===== config.mk =====
export PLATFORM = sky130hd
export DESIGN_NAME = sb_tx_fpga
export DESIGN_NICKNAME = d
export VERILOG_FILES = /design/src/rtl/sb_tx_fpga.sv
export SDC_FILE = /design/constraint.sdc
export NUM_CORES = 1
export LEC_CHECK = 0
export ABC_AREA = 1
export CAP_MARGIN = 20
export CORE_AREA = 3 3 721 723
export CTS_CLUSTER_DIAMETER = 50
export DETAILED_ROUTE_END_ITERATION = 16
export DIE_AREA = 0 0 724 726
export MAX_ROUTING_LAYER = met4
export PLACE_DENSITY = 0.3
export SYNTH_ARGS = -nofsm -noshare
export SYNTH_HDL_FRONTEND = slang
export SYNTH_SLANG_ARGS = --single-unit

===== constraint.sdc =====
create_clock -name clk -period 20 [get_ports clk]
set_clock_uncertainty 0.05 [all_clocks]
set_input_delay 2 -clock clk [delete_from_list [all_inputs] [get_ports clk]]
set_output_delay 2 -clock clk [all_outputs]
set_load 0.01 [all_outputs]

===== src/rtl/sb_tx_fpga.sv =====
// sb_tx_fpga: pushes upstream packets into a memory-resident ring queue and publishes the producer head
module sb_tx_fpga #(
  parameter int DW            = 416,
  parameter int HEAD_OFFSET   = 0,
  parameter int TAIL_OFFSET   = 64,
  parameter int PACKET_OFFSET = 128,
  parameter int PACKET_SIZE   = 64
) (
  input  logic          clk,
  input  logic          nreset,
  input  logic          en,
  input  logic [DW-1:0] data,
  input  logic [31:0]   dest,
  input  logic          last,
  input  logic          valid,
  output logic          ready,
  input  logic [63:0]   cfg_base_addr,
  input  logic [31:0]   cfg_capacity,
  output logic          status_idle,
  output logic          status_fault,
  output logic [63:0]   fault_addr,
  output logic          mem_wvalid,
  output logic [63:0]   mem_waddr,
  output logic [63:0]   mem_wstrb,
  output logic [511:0]  mem_wdata,
  input  logic          mem_wready,
  output logic          mem_rvalid,
  output logic [63:0]   mem_raddr,
  input  logic [511:0]  mem_rdata,
  input  logic          mem_rready
);
  localparam logic [2:0] IDLE      = 3'd0;
  localparam logic [2:0] RD_TAIL   = 3'd1;
  localparam logic [2:0] WR_PACKET = 3'd2;
  localparam logic [2:0] WR_HEAD   = 3'd3;
  localparam logic [2:0] FAULT     = 3'd4;
  localparam int STRB_BYTES = 8 + DW / 8;
  localparam logic [63:0] PKT_STRB = STRB_BYTES >= 64 ? '1 : (64'd1 << STRB_BYTES) - 64'd1;

  logic [2:0]   state, state_nxt;
  logic [31:0]  head, tail, head_incr;
  logic         full, full_rd, wr_req, legal, fault_hit;
  logic [63:0]  waddr, limit;
  logic [63:0]  wstrb;
  logic [511:0] wdata;
  logic         unused_rdata;

  assign unused_rdata = ^mem_rdata[511:32];

  // Queue arithmetic, candidate write request and its bounds check against the queue window
  always_comb begin
    head_incr = (head + 32'd1 == cfg_capacity) ? 32'd0 : head + 32'd1;
    full      = head_incr == tail;
    full_rd   = head_incr == mem_rdata[31:0];
    wr_req    = state == WR_PACKET || state == WR_HEAD;
    waddr     = state == WR_PACKET ? cfg_base_addr + 64'(PACKET_OFFSET) + 64'(head) * 64'(PACKET_SIZE)
                                   : cfg_base_addr + 64'(HEAD_OFFSET);
    wdata     = state == WR_PACKET ? (512'(data) << 64) | {479'b0, last, dest} : {480'b0, head};
    wstrb     = state == WR_PACKET ? PKT_STRB : 64'hff;
    limit     = cfg_base_addr + 64'(cfg_capacity) * 64'(PACKET_SIZE) + 64'(PACKET_OFFSET);
    legal     = waddr >= cfg_base_addr && waddr < limit;
    fault_hit = wr_req && !legal;
  end

  // Memory-side outputs are zero whenever no request is being made; illegal writes never leave the block
  always_comb begin
    mem_wvalid  = wr_req && legal;
    mem_waddr   = mem_wvalid ? waddr : 64'd0;
    mem_wdata   = mem_wvalid ? wdata : 512'd0;
    mem_wstrb   = mem_wvalid ? wstrb : 64'd0;
    mem_rvalid  = state == RD_TAIL;
    mem_raddr   = mem_rvalid ? cfg_base_addr + 64'(TAIL_OFFSET) : 64'd0;
    ready       = state == WR_PACKET && mem_wready && legal;
    status_idle = state == IDLE;
  end

  // Next state; a tail read decides on the freshly returned tail value rather than the stale register
  always_comb begin
    state_nxt = state;
    case (state)
      IDLE:      state_nxt = (en && valid) ? (full ? RD_TAIL : WR_PACKET) : IDLE;
      RD_TAIL:   state_nxt = !mem_rready ? RD_TAIL : !full_rd ? WR_PACKET : en ? RD_TAIL : IDLE;
      WR_PACKET: state_nxt = fault_hit ? FAULT : mem_wready ? WR_HEAD : WR_PACKET;
      WR_HEAD:   state_nxt = fault_hit ? FAULT : mem_wready ? IDLE : WR_HEAD;
      FAULT:     state_nxt = FAULT;
      default:   state_nxt = IDLE;
    endcase
  end

  // State, queue pointers and the sticky fault record
  always_ff @(posedge clk or negedge nreset) begin
    if (!nreset) begin
      state        <= IDLE;
      head         <= 32'd0;
      tail         <= 32'd0;
      status_fault <= 1'b0;
      fault_addr   <= 64'd0;
    end else begin
      state <= state_nxt;
      if (state == RD_TAIL && mem_rready) tail <= mem_rdata[31:0];
      if (ready) head <= head_incr;
      if (fault_hit) begin
        status_fault <= 1'b1;
        fault_addr   <= waddr;
      end
    end
  end
endmodule


==> impl_results.html, run 1 <==
<table>
<tr><th>Metric</th><th>Value</th></tr>
<tr><th colspan="2">Outcome</th></tr>
<tr><td>Status</td><td>completed</td></tr>
<tr><th colspan="2">GRT</th></tr>
<tr><td>Maximum number of pins on one net before global-route repair</td><td>174</td></tr>
<tr><td>Number of global-route vias before repair</td><td>29,769</td></tr>
<tr><td>Overall global routing resource usage</td><td>0.121</td></tr>
<tr><td>Total gr overflow</td><td>0</td></tr>
<tr><td>Antenna violations before repair</td><td>264</td></tr>
<tr><td>Global-route wire length before repair</td><td>386,000 um</td></tr>
<tr><th colspan="2">Power</th></tr>
<tr><td>Leakage</td><td>15.4 nW</td></tr>
<tr><td>Pwr Density</td><td>47.3 nW/um2</td></tr>
<tr><td>Largest voltage drop on the vdd net</td><td>41.9 uV</td></tr>
<tr><th colspan="2">Setup path</th></tr>
<tr><td>Top cell family by delay on the critical path</td><td>buffers and inverters</td></tr>
<tr><td>Most common cell type on the critical path</td><td>sky130_fd_sc_hd__nand2_1</td></tr>
<tr><td>Critical Path Fanout Max</td><td>91</td></tr>
<tr><td>Crit path arrival time</td><td>12.60 ns</td></tr>
<tr><td>Critical Path Start</td><td>cfg_base_addr[7]</td></tr>
<tr><td>Endpoint required time on the critical path</td><td>17.95 ns</td></tr>
<tr><td>Worst reg2reg path startpoint</td><td>head[1]$_DFFE_PN0P_</td></tr>
<tr><td>Critical Path Source Type</td><td>primary input</td></tr>
<tr><td>Slowest stage delay, CP</td><td>0.83 ns</td></tr>
<tr><td>Classification of the worst setup path</td><td>primary input to output pin</td></tr>
<tr><td>Cell with the largest stage delay on the worst path</td><td>sky130_fd_sc_hd__buf_4</td></tr>
<tr><td>Buf+Inv Stages, Crit Path</td><td>8</td></tr>
<tr><td>Crit end category</td><td>output pin</td></tr>
<tr><th colspan="2">Yosys</th></tr>
<tr><td>Seq/Total Area, Yosys</td><td>0.146</td></tr>
<tr><td>Synth Area per Inst</td><td>5.64 um2</td></tr>
<tr><td>Distinct cell type count after synthesis</td><td>51</td></tr>
<tr><td>Number of enable flip-flop cells after synthesis</td><td>0</td></tr>
<tr><td>Register bit total from synthesis</td><td>132</td></tr>
<tr><td>Portion of synthesized cell area occupied by the leading cell type</td><td>0.209</td></tr>
<tr><td>Most used flip-flop cell after synthesis</td><td>sky130_fd_sc_hd__dfrtp_1</td></tr>
<tr><td>Main area contributors after synthesis</td><td>sky130_fd_sc_hd__nand2_1 21%, sky130_fd_sc_hd__dfrtp_1 15%, sky130_fd_sc_hd__ha_1 14%, sky130_fd_sc_hd__nor2_1 12%, sky130_fd_sc_hd__inv_1 6.3%</td></tr>
<tr><td>Synth cell count leaders</td><td>1,258 x sky130_fd_sc_hd__nand2_1, 733 x sky130_fd_sc_hd__nor2_1, 381 x sky130_fd_sc_hd__inv_1, 246 x sky130_fd_sc_hd__ha_1, 198 x sky130_fd_sc_hd__o21ai_0</td></tr>
<tr><td>Cells after Synth</td><td>4,008</td></tr>
<tr><td>Synth area leader</td><td>sky130_fd_sc_hd__nand2_1</td></tr>
<tr><td>Post-synth design cell area</td><td>22,600 um2</td></tr>
<tr><td>Proportion of synthesized flip-flops having asynchronous set or reset</td><td>1.00</td></tr>
<tr><td>Synthesis Warnings</td><td>0</td></tr>
<tr><td>Library cell with the highest instance count after synthesis</td><td>sky130_fd_sc_hd__nand2_1</td></tr>
<tr><th colspan="2">Drt</th></tr>
<tr><td>Average wire per standard cell</td><td>26.9 um</td></tr>
<tr><td>Sum of routed wire length over all layers</td><td>322,000 um</td></tr>
<tr><td>Number of design rule violations left after detail routing</td><td>0</td></tr>
<tr><td>Total vias in the final route</td><td>31,441</td></tr>
<tr><td>Number of vias per cell after detailed routing</td><td>2.62</td></tr>
<tr><td>Length of the first detailed-routing pass in iterations</td><td>7</td></tr>
<tr><td>Post-detailed-route count of antenna-violating nets</td><td>0</td></tr>
<tr><td>Number of design-rule violations left by the first detailed-router iteration</td><td>2,415</td></tr>
<tr><th colspan="2">STA</th></tr>
<tr><td>Finish-stage setup viols</td><td>0</td></tr>
<tr><td>Timing-limited maximum frequency</td><td>68.3 MHz</td></tr>
<tr><td>Setup total negative slack</td><td>0 ns</td></tr>
<tr><td>Final Max Tran Viols</td><td>0</td></tr>
<tr><td>Slew at the pin closest to its max-slew limit</td><td>1.18 ns</td></tr>
<tr><td>Final period util</td><td>0.732</td></tr>
<tr><td>Number of endpoints with negative hold slack in the final report</td><td>0</td></tr>
<tr><td>Unrepaired setup endpoints after global routing</td><td>no</td></tr>
<tr><td>Worst slew margin relative to its limit</td><td>0.212</td></tr>
<tr><td>Crit path time final</td><td>14.65 ns</td></tr>
<tr><td>Worst hold slack after final layout</td><td>0.426 ns</td></tr>
<tr><th colspan="2">Cells and area</th></tr>
<tr><td>Net total in the final layout</td><td>6,457</td></tr>
<tr><td>Post-layout instance area</td><td>44,000 um2</td></tr>
<tr><td>Filler Cell Count</td><td>60,738</td></tr>
<tr><td>Proportion of layout cells with a drive suffix above 1</td><td>0.0206</td></tr>
<tr><td>Final Instance Count excl. Fillers</td><td>11,997</td></tr>
<tr><td>Layout overhead on the synthesized area</td><td>94.5%</td></tr>
<tr><th colspan="2">CTS</th></tr>
<tr><td>Post-CTS setup repair buffer count</td><td>0</td></tr>
<tr><td>Number of buffers on the longest clock path</td><td>3</td></tr>
<tr><td>CTS Sinks</td><td>132</td></tr>
<tr><td>Clock Root Buffer</td><td>sky130_fd_sc_hd__clkbuf_16</td></tr>
<tr><td>Clock tree from TritonCTS</td><td>done</td></tr>
<tr><td>Max H-tree Level</td><td>4</td></tr>
<tr><td>Number of hold buffers added after CTS</td><td>0</td></tr>
<tr><td>Resized cells post-CTS</td><td>0</td></tr>
<tr><td>Inserted Clock Buffers</td><td>25</td></tr>
<tr><td>Clock latency on the worst-skew pair</td><td>0.57 ns</td></tr>
<tr><td>CTS clk-pin slew, worst paths</td><td>0.05 ns</td></tr>
<tr><th colspan="2">Placement</th></tr>
<tr><td>Number of buffers added on ports</td><td>1,288</td></tr>
<tr><td>Cell total after placement</td><td>11,876</td></tr>
<tr><td>Total placed instance area</td><td>43,100 um2</td></tr>
<tr><td>Final Wtd Congestion</td><td>0.888</td></tr>
<tr><td>Detailed-placement wirelength estimate</td><td>294,000 um</td></tr>
<tr><th colspan="2">Die</th></tr>
<tr><td>Placeable Area</td><td>513,000 um2</td></tr>
<tr><td>Vertical die dimension</td><td>726 um</td></tr>
<tr><td>IO Count</td><td>1,836</td></tr>
<tr><td>Overall die width</td><td>724 um</td></tr>
<tr><td>Number of standard-cell rows in the floorplan</td><td>263</td></tr>
<tr><td>Starting density of the core</td><td>0.0441</td></tr>
<tr><td>Die Outline Area</td><td>526,000 um2</td></tr>
<tr><th colspan="2">Run</th></tr>
<tr><td>Number of maximum-capacitance constraint violations</td><td>0</td></tr>
<tr><th colspan="2">Worst hold path</th></tr>
<tr><td>Kind of path behind the tightest hold check</td><td>flip-flop to flip-flop</td></tr>
<tr><td>Hold_sp</td><td>status_fault$_DFFE_PN0P_</td></tr>
</table>
cell usage in the layout (no fill, tap or decap), types with 13 or more instances in the layout:
cell	instances
sky130_fd_sc_hd__xnor2_1	31
sky130_fd_sc_hd__o21a_1	13
sky130_fd_sc_hd__nand2_1	1257
sky130_fd_sc_hd__nand3b_1	19
sky130_fd_sc_hd__a31oi_1	17
sky130_fd_sc_hd__a21oi_1	194
sky130_fd_sc_hd__nand3_1	170
sky130_fd_sc_hd__nor4_1	15
sky130_fd_sc_hd__and2_1	15
sky130_fd_sc_hd__clkbuf_16	25
sky130_fd_sc_hd__nor2_1	730
sky130_fd_sc_hd__xor2_1	69
sky130_fd_sc_hd__ha_1	246
sky130_fd_sc_hd__nand4_1	37
sky130_fd_sc_hd__diode_2	88
sky130_fd_sc_hd__dfrtp_1	132
sky130_fd_sc_hd__conb_1	67
sky130_fd_sc_hd__buf_4	38
sky130_fd_sc_hd__nor3_1	64
sky130_fd_sc_hd__o21ai_0	198
sky130_fd_sc_hd__inv_1	379
sky130_fd_sc_hd__a211oi_1	41
sky130_fd_sc_hd__clkdlybuf4s50_1	1287
layer usage:
metal / up-vias / GRT usage / routed length, um
met5: - / - / 0
met4: 0 / 0.00879 / 3250
met3: 347 / 0.103 / 63300
met2: 1642 / 0.155 / 118000
met1: 14429 / 0.147 / 137000
li1: 15023 / - / -
worst register-to-register path, delay by kind of cell, from the launching register on:
family	cells	cell delay [ns]
and+or+nand+nor	20	4.59
buffers and inverters	4	1.07
AOI/OAI and AO/OA	6	2.01
DFF	1	0.44
adders and majority gates	3	0.79
final timing paths:
path / endpoint / slack [ns] / cells after the start
worst min register to register: status_fault$_DFFE_PN0P_ / 0.43 / 1
min in group asynchronous: fault_addr[63]$_DFFE_PN0P_ / 1.36 / 1
worst min-delay path: status_fault$_DFFE_PN0P_ / 0.43 / 1
worst max register to register: status_fault$_DFFE_PN0P_ / 10.89 / 33
worst max-delay path: mem_wdata[231] / 5.35 / 33
max in group asynchronous: head[9]$_DFFE_PN0P_ / 17.39 / 2
stage by stage:
step | setup slack [ns] | util | power, mW
after floorplan | 9.83 | - | 0.987
after global placement | 5.33 | 0.0839 | 1.72
after detailed placement | 5.36 | 0.0839 | 1.71
after CTS | 5.32 | 0.0853 | 2.18
after global routing | 4.78 | 0.0855 | 2.28
final | 5.35 | 0.0857 | 2.08
registers in the layout, summed over array words and instances (netlist names):
name / count
tail: 32
fault_addr: 64
head: 32
state: 3
status_fault: 1
kinds of logic (layout without fill, tap and decap cells):
| logic type | count (synthesis) | in the layout | synth area share |
|---|---|---|---|
| AOI/OAI and AO/OA | 509 | 509 | 0.125 |
| DFF | 132 | 132 | 0.146 |
| adders and majority gates | 248 | 248 | 0.138 |
| buffers and inverters | 676 | 1754 | 0.134 |
| and+or+nand+nor | 2339 | 2339 | 0.418 |
| xor gates and xnor gates | 100 | 100 | 0.0387 |
| other | 1 | 155 | 0.000166 |
| muxes | 3 | 3 | 0.00133 |
power breakdown:
group	switching [mW]	internal [mW]	total [mW]	leakage [nW]
logic	0.781	0.459	1.24	13.3
registers	0.0575	0.357	0.414	1.72
clock network	0.188	0.240	0.427	0.341
total	1.03	1.06	2.08	15.4
cell type report:
type / count / area (um2) / share of cell area
Tap cell: 6757 / 8450 / 0.192
Clock buffer: 32 / 692 / 0.0157
Multi-Input combinational cell: 3266 / 16600 / 0.377
Clock inverter: 1 / 7.51 / 0.000171
Timing Repair Buffer: 1330 / 13300 / 0.301
Antenna cell: 88 / 220 / 0.00501
Inverter: 391 / 1480 / 0.0336
Sequential cell: 132 / 3300 / 0.0751
Note: power is estimated with default switching activity, not from simulation.
==> run 2, diff against run 1 <==
--- a/config.mk
+++ b/config.mk
@@ -7,10 +7,10 @@
 export LEC_CHECK = 0
 export ABC_AREA = 1
 export CAP_MARGIN = 20
-export CORE_AREA = 3 3 721 723
+export CORE_AREA = 3 3 709 711
 export CTS_CLUSTER_DIAMETER = 50
 export DETAILED_ROUTE_END_ITERATION = 16
-export DIE_AREA = 0 0 724 726
+export DIE_AREA = 0 0 712 714
 export MAX_ROUTING_LAYER = met4
 export PLACE_DENSITY = 0.3
 export SYNTH_ARGS = -nofsm -noshare
==> constraint.sdc (replaced) <==
create_clock -name clk -period 14.1 [get_ports clk]
set_clock_uncertainty 0.05 [all_clocks]
set_input_delay 1.41 -clock clk [delete_from_list [all_inputs] [get_ports clk]]
set_output_delay 1.41 -clock clk [all_outputs]
set_load 0.01 [all_outputs]
==> run 2 against run 1 <==
Critical path depth grew 1; design area shrank 0.38%; first-iteration DRC count grew 7.2%; clock power grew 21%; non-clock buffer count grew 7; sequential power grew 43%; largest power group unchanged; highest routed layer unchanged.
==> impl_results.html, run 2 (same netlist as run 1, synthesis figures left out) <==
<table>
<tr><th>Metric</th><th>Value</th></tr>
<tr><th colspan="2">GRT</th></tr>
<tr><td>Number of global-route vias before repair</td><td>29,642 (-0.43%)</td></tr>
<tr><td>Overall global routing resource usage</td><td>0.124 (+0.00257)</td></tr>
<tr><td>Met2 GRT Util</td><td>0.159 (+0.00382)</td></tr>
<tr><td>Global-route wire length before repair</td><td>383,000 um (-0.77%)</td></tr>
<tr><td>Global Route met1 Usage</td><td>0.156 (+0.00921)</td></tr>
<tr><td>Maximum number of pins on one net before global-route repair</td><td>157 (-9.8%)</td></tr>
<tr><td>Antenna violations before repair</td><td>294 (+11%)</td></tr>
<tr><td>GRT met3 Usage</td><td>0.0947 (-0.00809)</td></tr>
<tr><td>Global-route layer with the greatest usage</td><td>met2</td></tr>
<tr><td>Total gr overflow</td><td>0 (unchanged)</td></tr>
<tr><th colspan="2">Setup path</th></tr>
<tr><td>Cell with the largest stage delay on the worst path</td><td>sky130_fd_sc_hd__clkdlybuf4s50_1</td></tr>
<tr><td>Critical Path Fanout Max</td><td>79 (-13%)</td></tr>
<tr><td>Slowest stage delay, CP</td><td>1.04 ns (+0.21 ns)</td></tr>
<tr><td>Depth of the critical timing path with buffers and inverters included</td><td>34 (+3.0%)</td></tr>
<tr><td>Crit path arrival time</td><td>11.14 ns (-1.46 ns)</td></tr>
<tr><td>Crit end category</td><td>output pin</td></tr>
<tr><td>Critical Path Source Type</td><td>primary input</td></tr>
<tr><td>Classification of the worst setup path</td><td>primary input to output pin</td></tr>
<tr><td>Buf+Inv Stages, Crit Path</td><td>6 (-2)</td></tr>
<tr><td>Depth of the worst register-to-register path</td><td>31 (-6.1%)</td></tr>
<tr><td>Endpoint required time on the critical path</td><td>12.64 ns (-5.31 ns)</td></tr>
<tr><td>Most common cell type on the critical path</td><td>sky130_fd_sc_hd__nand2_1</td></tr>
<tr><td>Top cell family by delay on the critical path</td><td>simple AND/OR/NAND/NOR gates</td></tr>
<tr><th colspan="2">Die</th></tr>
<tr><td>Starting density of the core</td><td>0.0455 (+0.00144)</td></tr>
<tr><td>Overall die width</td><td>712 um (-1.7%)</td></tr>
<tr><td>Die Outline Area</td><td>508,000 um2 (-3.3%)</td></tr>
<tr><td>Vertical die dimension</td><td>714 um (-1.7%)</td></tr>
<tr><td>IO Count</td><td>1,836 (unchanged)</td></tr>
<tr><td>Number of standard-cell rows in the floorplan</td><td>259 (-1.5%)</td></tr>
<tr><td>Placeable Area</td><td>497,000 um2 (-3.2%)</td></tr>
<tr><th colspan="2">CTS</th></tr>
<tr><td>Clock Root Buffer</td><td>sky130_fd_sc_hd__clkbuf_16</td></tr>
<tr><td>CTS clk-pin slew, worst paths</td><td>0.09 ns (+0.04 ns)</td></tr>
<tr><td>Clock latency on the worst-skew pair</td><td>0.54 ns (-0.03 ns)</td></tr>
<tr><td>Clock tree from TritonCTS</td><td>done</td></tr>
<tr><td>Post-CTS setup repair buffer count</td><td>0 (unchanged)</td></tr>
<tr><td>Number of hold buffers added after CTS</td><td>0 (unchanged)</td></tr>
<tr><td>Number of buffers on the longest clock path</td><td>2 (-1)</td></tr>
<tr><td>CTS Sinks</td><td>132 (unchanged)</td></tr>
<tr><td>Inserted Clock Buffers</td><td>17 (-32%)</td></tr>
<tr><td>Max H-tree Level</td><td>4 (unchanged)</td></tr>
<tr><td>Resized cells post-CTS</td><td>0 (unchanged)</td></tr>
<tr><th colspan="2">Cells and area</th></tr>
<tr><td>Post-route core utilization</td><td>0.0881 (+0.00246)</td></tr>
<tr><td>Post-layout instance area</td><td>43,800 um2 (-0.38%)</td></tr>
<tr><td>Most flop-heavy register</td><td>fault_addr</td></tr>
<tr><td>Max reg flops</td><td>64 (unchanged)</td></tr>
<tr><td>Leading cell types in the layout, fill and taps excluded</td><td>1,284 x sky130_fd_sc_hd__clkdlybuf4s50_1, 1,257 x sky130_fd_sc_hd__nand2_1, 730 x sky130_fd_sc_hd__nor2_1, 379 x sky130_fd_sc_hd__inv_1, 246 x sky130_fd_sc_hd__ha_1</td></tr>
<tr><td>Layout overhead on the synthesized area</td><td>93.8%</td></tr>
<tr><td>Net total in the final layout</td><td>6,456 (-0.015%)</td></tr>
<tr><td>Most common cell after layout, fill and taps aside</td><td>sky130_fd_sc_hd__clkdlybuf4s50_1</td></tr>
<tr><td>Proportion of layout cells with a drive suffix above 1</td><td>0.0231 (+0.00250)</td></tr>
<tr><td>Biggest regs</td><td>fault_addr x64, head x32, tail x32</td></tr>
<tr><th colspan="2">STA</th></tr>
<tr><td>Final Max Tran Viols</td><td>0 (unchanged)</td></tr>
<tr><td>Final period util</td><td>0.893</td></tr>
<tr><td>Setup total negative slack</td><td>0 ns (unchanged)</td></tr>
<tr><td>Finish-stage setup viols</td><td>0 (unchanged)</td></tr>
<tr><td>Number of endpoints with negative hold slack in the final report</td><td>0 (unchanged)</td></tr>
<tr><td>Unrepaired setup endpoints after global routing</td><td>no</td></tr>
<tr><td>Crit path time final</td><td>12.60 ns</td></tr>
<tr><td>Slew at the pin closest to its max-slew limit</td><td>1.03 ns (-0.155 ns)</td></tr>
<tr><td>Timing-limited maximum frequency</td><td>79.4 MHz</td></tr>
<tr><td>Worst slew margin relative to its limit</td><td>0.302 (+0.0899)</td></tr>
<tr><th colspan="2">Worst hold path</th></tr>
<tr><td>Hold Path Cell Cnt</td><td>2 (+1)</td></tr>
<tr><td>Kind of path behind the tightest hold check</td><td>flip-flop to flip-flop</td></tr>
<tr><th colspan="2">Placement</th></tr>
<tr><td>Final Wtd Congestion</td><td>0.875 (-1.5%)</td></tr>
<tr><td>Number of buffers added on ports</td><td>1,288 (unchanged)</td></tr>
<tr><td>Total placed instance area</td><td>43,000 um2 (-0.12%)</td></tr>
<tr><td>Detailed-placement wirelength estimate</td><td>290,000 um (-1.4%)</td></tr>
<tr><th colspan="2">Power</th></tr>
<tr><td>Leakage</td><td>15.4 nW (-0.21%)</td></tr>
<tr><td>Pwr Density</td><td>65.3 nW/um2 (+38%)</td></tr>
<tr><td>Largest voltage drop on the vdd net</td><td>118 uV (+180%)</td></tr>
<tr><th colspan="2">Drt</th></tr>
<tr><td>Post-detailed-route count of antenna-violating nets</td><td>0 (unchanged)</td></tr>
<tr><td>Length of the first detailed-routing pass in iterations</td><td>6 (-1)</td></tr>
<tr><td>Sum of routed wire length over all layers</td><td>318,000 um (-1.3%)</td></tr>
<tr><td>Number of design-rule violations left by the first detailed-router iteration</td><td>2,590 (+7.2%)</td></tr>
<tr><td>Total vias in the final route</td><td>31,641 (+0.64%)</td></tr>
<tr><td>Number of design rule violations left after detail routing</td><td>0 (unchanged)</td></tr>
<tr><td>Average wire per standard cell</td><td>26.7 um (-0.55%)</td></tr>
<tr><td>Number of vias per cell after detailed routing</td><td>2.66 (+1.4%)</td></tr>
<tr><th colspan="2">Outcome</th></tr>
<tr><td>Status</td><td>completed</td></tr>
<tr><th colspan="2">Run</th></tr>
<tr><td>Number of maximum-capacitance constraint violations</td><td>0 (unchanged)</td></tr>
</table>
-- run 2: cell type report --
| cell class | count | area (um2) |
|---|---|---|
| clock inverter | 14 | 133 |
| fill | 58949 | 453000 |
| inverter | 391 | 1480 |
| sequential | 132 | 3300 |
| multi-input combinational | 3266 | 16600 |
| tap | 6655 | 8330 |
| clock buffer | 18 | 429 |
| timing repair buffer | 1337 | 13300 |
| antenna | 96 | 240 |
-- run 2: final timing paths --
path	to	slack, ns	startpoint
max	mem_wdata[82]	1.50	cfg_base_addr[9]
min	fault_addr[50]$_DFFE_PN0P_	0.43	fault_addr[50]$_DFFE_PN0P_
max reg2reg	status_fault$_DFFE_PN0P_	4.74	head[1]$_DFFE_PN0P_
min reg2reg	fault_addr[50]$_DFFE_PN0P_	0.43	fault_addr[50]$_DFFE_PN0P_
max in group asynchronous	head[6]$_DFFE_PN0P_	12.17	nreset
min in group asynchronous	head[29]$_DFFE_PN0P_	0.77	nreset
-- run 2: power breakdown --
group / switching, mW / internal (mW)
Combinational: 1.10 / 0.654
Clock: 0.282 / 0.234
Sequential: 0.0844 / 0.505
-- run 2: layer usage --
layer  part of all wire  up-vias
met3               0.18      367
met2               0.37     1699
li1                   -    15061
met5                  0        -
met4             0.0099        0
met1               0.45    14514
-- run 2: metrics by stage --
step	hold slack, ns	total power, mW	setup WS [ns]	instances
finish	0.435	2.86	1.50	11909
global route	0.455	3.14	0.998	11876
CTS	0.436	2.98	1.62	11813
detailed placement	0.416	2.43	1.64	11781
global placement	0.412	2.44	1.63	11781
floorplan	0.416	1.40	5.11	4074
-- run 2: worst register-to-register path: cells and delay by family (launching register included) --
family | cells | cell delay [ns]
buf+inv | 4 | 1.16
flops | 1 | 0.47
fa+ha+maj | 3 | 0.79
simple gates | 17 | 4.06
compound gates | 7 | 2.71
